<file path="config.mk">
export PLATFORM = sky130hd
export DESIGN_NAME = fetch_decode_queue
export DESIGN_NICKNAME = d
export VERILOG_FILES = /design/src/rtl/fetch_decode_queue.sv
export SDC_FILE = /design/constraint.sdc
export NUM_CORES = 1
export LEC_CHECK = 0
export BUFFER_PORTS_ARGS = -buffer_cell sky130_fd_sc_hd__buf_2
export CAP_MARGIN = 10
export CORE_MARGIN = 10
export CORE_UTILIZATION = 60
export DETAILED_ROUTE_END_ITERATION = 16
export PLACE_DENSITY = 0.75
export SLEW_MARGIN = 10
export SYNTH_ARGS = -nofsm -noshare
export SYNTH_HDL_FRONTEND = slang
export SYNTH_SLANG_ARGS = --single-unit
export TNS_END_PERCENT = 20
</file>
<file path="constraint.sdc">
create_clock -name clk -period 19.6 [get_ports clk]
set_input_delay 0 -clock clk [delete_from_list [all_inputs] [get_ports clk]]
set_output_delay 0 -clock clk [all_outputs]
set_load 0.005 [all_outputs]
</file>
<file path="src/rtl/fetch_decode_queue.sv">
// fetch_decode_queue: circular instruction buffer between fetch and decode_riscv.
// Holds insn, PC and branch-prediction data; flush empties it in one cycle.
`ifndef M_WIDTH
`define M_WIDTH 64
`endif
`ifndef LG_PHT_SZ
`define LG_PHT_SZ 16
`endif
module fetch_decode_queue #(
    parameter int LG_DEPTH = 3
) (
    input  logic                  clk,
    input  logic                  reset,
    input  logic                  flush,
    input  logic                  enq_valid,
    output logic                  enq_ready,
    input  logic [31:0]           enq_insn,
    input  logic [`M_WIDTH-1:0]   enq_pc,
    input  logic                  enq_pred,
    input  logic [`LG_PHT_SZ-1:0] enq_pht_idx,
    input  logic [`M_WIDTH-1:0]   enq_pred_target,
    output logic                  deq_valid,
    input  logic                  deq_ready,
    output logic [31:0]           deq_insn,
    output logic [`M_WIDTH-1:0]   deq_pc,
    output logic                  deq_pred,
    output logic [`LG_PHT_SZ-1:0] deq_pht_idx,
    output logic [`M_WIDTH-1:0]   deq_pred_target,
    output logic [LG_DEPTH:0]     occupancy,
    output logic [31:0]           full_stall_cycles
);
    localparam int PW = 32 + 2 * `M_WIDTH + 1 + `LG_PHT_SZ;
    logic [PW-1:0]     mem_q [2**LG_DEPTH];
    logic [LG_DEPTH:0] head_q, head_d, tail_q, tail_d;
    logic [31:0]       stall_q, stall_d;
    logic              empty, full, enq_fire, deq_fire;
    logic [PW-1:0]     head_ent;
    always_comb begin
        empty = head_q == tail_q;
        full = (head_q[LG_DEPTH-1:0] == tail_q[LG_DEPTH-1:0]) && (head_q[LG_DEPTH] != tail_q[LG_DEPTH]);
        enq_ready = !full;
        deq_valid = !empty;
        enq_fire = enq_valid && enq_ready && !flush;
        deq_fire = deq_valid && deq_ready && !flush;
        head_d = flush ? '0 : head_q + {{LG_DEPTH{1'b0}}, deq_fire};
        tail_d = flush ? '0 : tail_q + {{LG_DEPTH{1'b0}}, enq_fire};
        stall_d = (enq_valid && full && !flush && stall_q != '1) ? stall_q + 32'd1 : stall_q;
        occupancy = tail_q - head_q;
        // Empty queue presents all zeros so the decoder sees an illegal opcode.
        head_ent = empty ? '0 : mem_q[head_q[LG_DEPTH-1:0]];
        full_stall_cycles = stall_q;
    end
    assign {deq_insn, deq_pc, deq_pred, deq_pht_idx, deq_pred_target} = head_ent;
    always_ff @(posedge clk) begin
        if (enq_fire) mem_q[tail_q[LG_DEPTH-1:0]] <= {enq_insn, enq_pc, enq_pred, enq_pht_idx, enq_pred_target};
    end
    always_ff @(posedge clk or posedge reset) begin
        if (reset) begin
            head_q  <= '0;
            tail_q  <= '0;
            stall_q <= '0;
        end else begin
            head_q  <= head_d;
            tail_q  <= tail_d;
            stall_q <= stall_d;
        end
    end
endmodule
</file>
==> Yosys cells after proc, flatten, opt, wreduce, memory -nomap -nowiden <==
Memory sizes are Yosys's and may differ from the RTL's.
Cells that the tools add are included.
{ "totals": {"mem_bits_rw": 1416, "wordCells": 28, "memories": 1, "input_bits": 182, "register_bits": 40, "out_inout_bits": 215} }
{ "mem_list": {"columns": ["memory", "words", "word_bits", "rd", "rd_ports_with_merged_regs", "write_ports", "line", "rtl"], "rows": [
  ["mem_q", 8, 177, 1, 0, 1, "33", "logic [PW-1:0] mem_q [2**LG_DEPTH];"]
]} }
{ "classes": {"n_eq_ne": 4, "n_mux": 5, "n_reduce_logical": 11, "addsub": 4} }
{ "ops": {"columns": ["cell", "count"], "rows": [
  ["$mux 177", 1],
  ["$add 32x1->32 const B", 1],
  ["$ne 32x32->1 const B", 1],
  ["$add 4x1->4", 2],
  ["$logic_and 1x1->1", 8],
  ["$mux 4", 2],
  ["$eq 4x4->1", 1],
  ["$sub 4x4->4", 1],
  ["$eq 3x3->1", 1],
  ["$logic_not 1->1", 3],
  ["$mux 1", 2],
  ["$ne 1x1->1", 1]
]} }

==> Depth between registers and ports, before layout <==
{ "depth": {"ltp_word": 7, "depth_mapped": 13, "ltp_nobuf": 9} }

==> Worst setup path before layout <==
Ideal clock, no wire load.
{ "synth_timing": {"path_type": "reg2reg", "from": "register head_q[1]", "to": "memory mem_q[1][0] in the netlist's numbering, enable pin", "setup_slack_ns": 4.631, "setup_time_ns": 0.930, "stages_incl_launch_ff": 10, "t_arrival_ns": 14.038, "period_less_slack_ns": 14.969, "required_ns": 18.670, "n_path_buf": 3, "cell_sequence": "dfrtp_1 > clkbuf_1 > buf_1 > clkbuf_1 > inv_1 > ha_1 > and3_1 > a21oi_1 > nand2_1 > nor3_1"} }
{ "synth_between": {"elab_chain_cells": 7} }
{ "synth_lines": {"columns": ["item", "line", "rtl"], "rows": [
  ["from (decl)", "34", "logic [LG_DEPTH:0] head_q, head_d, tail_q, tail_d;"],
  ["from (signal assigned)", "59", "head_q <= '0;"],
  ["from (signal assigned)", "63", "head_q <= head_d;"],
  ["$eq 3x3->1", "40", "full = (head_q[LG_DEPTH-1:0] == tail_q[LG_DEPTH-1:0]) && (head_q[LG_DEPTH] != tail_q[LG_DEPTH]);"],
  ["$logic_and 1x1->1", "40", null],
  ["$logic_not 1->1", "41", "enq_ready = !full;"],
  ["$logic_and 1x1->1 (2 in series)", "43", "enq_fire = enq_valid && enq_ready && !flush;"],
  ["$mux 1", "55", "if (enq_fire) mem_q[tail_q[LG_DEPTH-1:0]] <= {enq_insn, enq_pc, enq_pred, enq_pht_idx, enq_pred_target};"],
  ["$mux 1 (not written as such)", "55", null],
  ["to (decl)", "33", null]
]} }
No other way between the ends.

==> Final worst setup path <==
{ "layout_timing": {"from": "register head_q[2]", "to": "memory mem_q[0][129] in the netlist's numbering, enable pin"} }
Same word-level chain as after synthesis.

==> impl_metrics.env <==
export IMPL_status="completed"
export IMPL_ys_seq_area_share_pct=78.6
export IMPL_min_path_type="input pin to register"
export IMPL_worstSetupStartpointType="register"
export IMPL_crit_path_max_fanout=55
export IMPL_worstHoldStart="enq_pc[1]"
export IMPL_numCtsBuffers=143
export IMPL_cts_max_level=4
export IMPL_core_area_um2=91500
export IMPL_rr_endpoint="mem_q[0][129]"
export IMPL_die_area_um2=105000
export IMPL_cp_depth=9
export IMPL_netlist_area_leader_share_pct=76.8
export IMPL_cts_sinks=1456
export IMPL_powerDensity_nw_per_um2=98.0
export IMPL_synth_area_leader_cell="edfxtp_1"
export IMPL_netlist_top_cells_area="edfxtp_1 (77%), mux4_2 (14%), nand2_1 (2.5%)"
export IMPL_cp_slowest_cell="dfrtp_4"
export IMPL_grt_pass1_vias=30000
export IMPL_leakage_nw=21.5
export IMPL_cpLargestDelayFamily="buffers and inverters"
export IMPL_finalHoldViolCount=0
export IMPL_cpMostUsedCell="buf_4"
export IMPL_finalCriticalPeriod_ns=5.43
export IMPL_finalCoreUtilization_pct=71.0
export IMPL_clk_pin_slew_worst_paths_ns=0.07
export IMPL_max_freq_mhz=184
export IMPL_clock_path_buffers=3
export IMPL_whs_ns=0.0581
export IMPL_postRouteWirelength_um=124000
export IMPL_pre_cts_slack_ns=14.16
export IMPL_ff2ff_setup_slack_ns=14.17
export IMPL_tightestPinTransition_ns=1.24
export IMPL_place_gp_congestion=0.814
export IMPL_fin_skew_ns=0.0175
export IMPL_hold_path_depth=2
export IMPL_postCtsSetupBuffers=0
export IMPL_area_growth_pct=17.4
export IMPL_crit_required_ns=19.97
export IMPL_drt_vias_per_instance=6.12
export IMPL_post_route_drc_count=0
export IMPL_fin_tns_setup_ns=0
export IMPL_drtIter0Drc=2867
export IMPL_crit_buf_inv=4
export IMPL_crit_start="head_q[2]"
export IMPL_syn_inst=2647
export IMPL_reg2reg_depth=9
export IMPL_die_x_um=324
export IMPL_fin_ws_ns=14.17
export IMPL_firstDrtPassIters=5
export IMPL_period_share_pct=27.7
export IMPL_report_final_slew_viol_count=0
export IMPL_cp_arrival_ns=5.80
export IMPL_critPathCapture="mem_q[0][129]"
export IMPL_overflow=0
export IMPL_grt_setup_unrepaired="no"
export IMPL_ant_nets=0
export IMPL_ys_ff_latch=1456
export IMPL_r2r_start="head_q[2]"
export IMPL_peakVddDrop_mv=0.0779
export IMPL_crit_chain="inv_6 > ha_1 > and3_1 > a21oi_1 > nand2_1 > nor3_2 > buf_4 > buf_4 > buf_4"
export IMPL_netlist_area_um2=55300
export IMPL_die_y_um=324
export IMPL_setup_viol=0
export IMPL_path_class="register to register"
export IMPL_antenna_found_initial=17
export IMPL_maxSlewHeadroom_pct=17.1
export IMPL_io_buffers=396
export IMPL_yosys_warnings=0
export IMPL_root_buffer="clkbuf_16"
export IMPL_num_rows=111
export IMPL_cts_tree="done"
export IMPL_crit_path_max_incr_delay_ns=1.10
export IMPL_hpwl_um=64000
export IMPL_num_vias=28100
export IMPL_initial_core_util_pct=60.5
export IMPL_yosysUniqueCellTypes=38
export IMPL_syn_num_nets=2838
export IMPL_end_kind="register"
export IMPL_grt_pass1_wl_um=188000
export IMPL_insertion_delay_ns=0.74
export IMPL_drive_gt1_share_pct=29.6
export IMPL_syn_avg_cell_area_um2=20.9
export IMPL_drv_cap=0
export IMPL_ctsResizeCount=0
export IMPL_grt_max_degree=183
export IMPL_io_pins=397
export IMPL_fin_nets=3462
export IMPL_grt_usage_pct=24.1
export IMPL_wl_per_cell_um=26.9
export IMPL_num_fill_cells=5392
-- layout by cell type (no fill, tap or decap), drive strengths merged, types with 2 or more instances in the layout --
cell type and n:
a2111oi 2, a211o 2, a21oi 179, and3 2
buf 433, bufinv 2, clkbuf 168, clkinv 81
clkinvlp 4, dfrtp 40, diode 12, dlygate4sd3 187
edfxtp 1416, ha 8, inv 21, mux4 354
nand2 366, nand2b 2, nand3 16, nand4 10
nor2 22, nor2b 4, nor3 12, nor4 6
or2 2, xnor2 19, xor2 20
-- area by class of cell --
| cell class | instances | area [µm²] | share of cell area [%] |
|---|---|---|---|
| Tap cell | 1186 | 1480 | 2.28 |
| Multi-Input combinational cell | 1035 | 11300 | 17.4 |
| Inverter | 15 | 61.3 | 0.0944 |
| Timing Repair Buffer | 620 | 4220 | 6.50 |
| Clock buffer | 168 | 3760 | 5.79 |
| Clock inverter | 93 | 581 | 0.894 |
| Antenna cell | 12 | 30.0 | 0.0462 |
| Sequential cell | 1456 | 43500 | 67.0 |
-- power by group --
part	internal, mW	leakage [nW]	switching, mW	total [mW]
clock	1.40	2.12	1.13	2.53
combinational	0.160	6.08	0.209	0.368
sequential	3.45	13.3	0.0145	3.47
-- timing repair --
action,in CTS,in global routing
setup endpoints to repair,0,0
hold buffers,187,0
hold endpoints to repair,1476,0
-- flip-flops by register name (all words and copies together), names as in the netlist --
register	count
full_stall_cycles	32
tail_q	4
mem_q	1416
head_q	4
-- kinds of logic after synthesis --
kind of cell | share of synthesized area (%)
fa+ha+maj | 0.217
compound gates | 1.75
buf+inv | 1.08
xor+xnor | 0.617
flops | 78.6
mux | 14.4
simple gates | 3.27
-- through the flow --
step,instance area [µm²],power [mW],instances
floorplan,55300,3.72,2647
global placement,58700,3.86,4125
detailed placement,58700,3.87,4125
CTS,64900,6.41,4573
global route,64900,6.56,4583
finish,64900,6.36,4585
-- routing by layer --
| layer | vias to the layer above | wire (µm) | GRT usage [%] |
|---|---|---|---|
| met3 | 216 | 10300 | 5.25 |
| met2 | 1247 | 63000 | 40.1 |
| met4 | 12 | 2980 | 7.43 |
| li1 | 12000 | - | - |
| met5 | - | 76 | 0 |
| met1 | 14600 | 47200 | 31.9 |
-- synth_stat cells, drive strengths merged --
| library cell | instances |
|---|---|
| a2111o | 1 |
| a2111oi | 2 |
| a211o | 2 |
| a211oi | 1 |
| a21o | 1 |
| a21oi | 179 |
| and2 | 1 |
| and3 | 2 |
| buf | 64 |
| clkbuf | 77 |
| dfrtp | 40 |
| edfxtp | 1416 |
| fa | 1 |
| ha | 8 |
| inv | 15 |
| mux2 | 1 |
| mux4 | 354 |
| nand2 | 366 |
| nand2b | 2 |
| nand3 | 16 |
| nand4 | 10 |
| nor2 | 22 |
| nor2b | 4 |
| nor3 | 12 |
| nor3b | 1 |
| nor4 | 6 |
| or2 | 2 |
| or3 | 1 |
| or4 | 1 |
| xnor2 | 19 |
| xor2 | 20 |
-- worst reg2reg max path, delay by kind of cell (launching register included) --
| family | cells | cell delay [ns] |
|---|---|---|
| buffers and inverters | 4 | 2.53 |
| DFF | 1 | 1.10 |
| and+or+nand+nor | 3 | 0.64 |
| adders and majority gates | 1 | 0.48 |
| AOI/OAI and AO/OA | 1 | 0.27 |
-- worst min-delay path by stage --
stage                                  to  slack [ns]
floorplan                     mem_q[0][0]         0.1
global placement    full_stall_cycles[11]        0.13
detailed placement  full_stall_cycles[22]        0.15
CTS                          mem_q[1][89]      0.0009
global route                 mem_q[4][82]        0.05
finish                       mem_q[3][82]        0.06
Power figures use the tool's default switching activity.
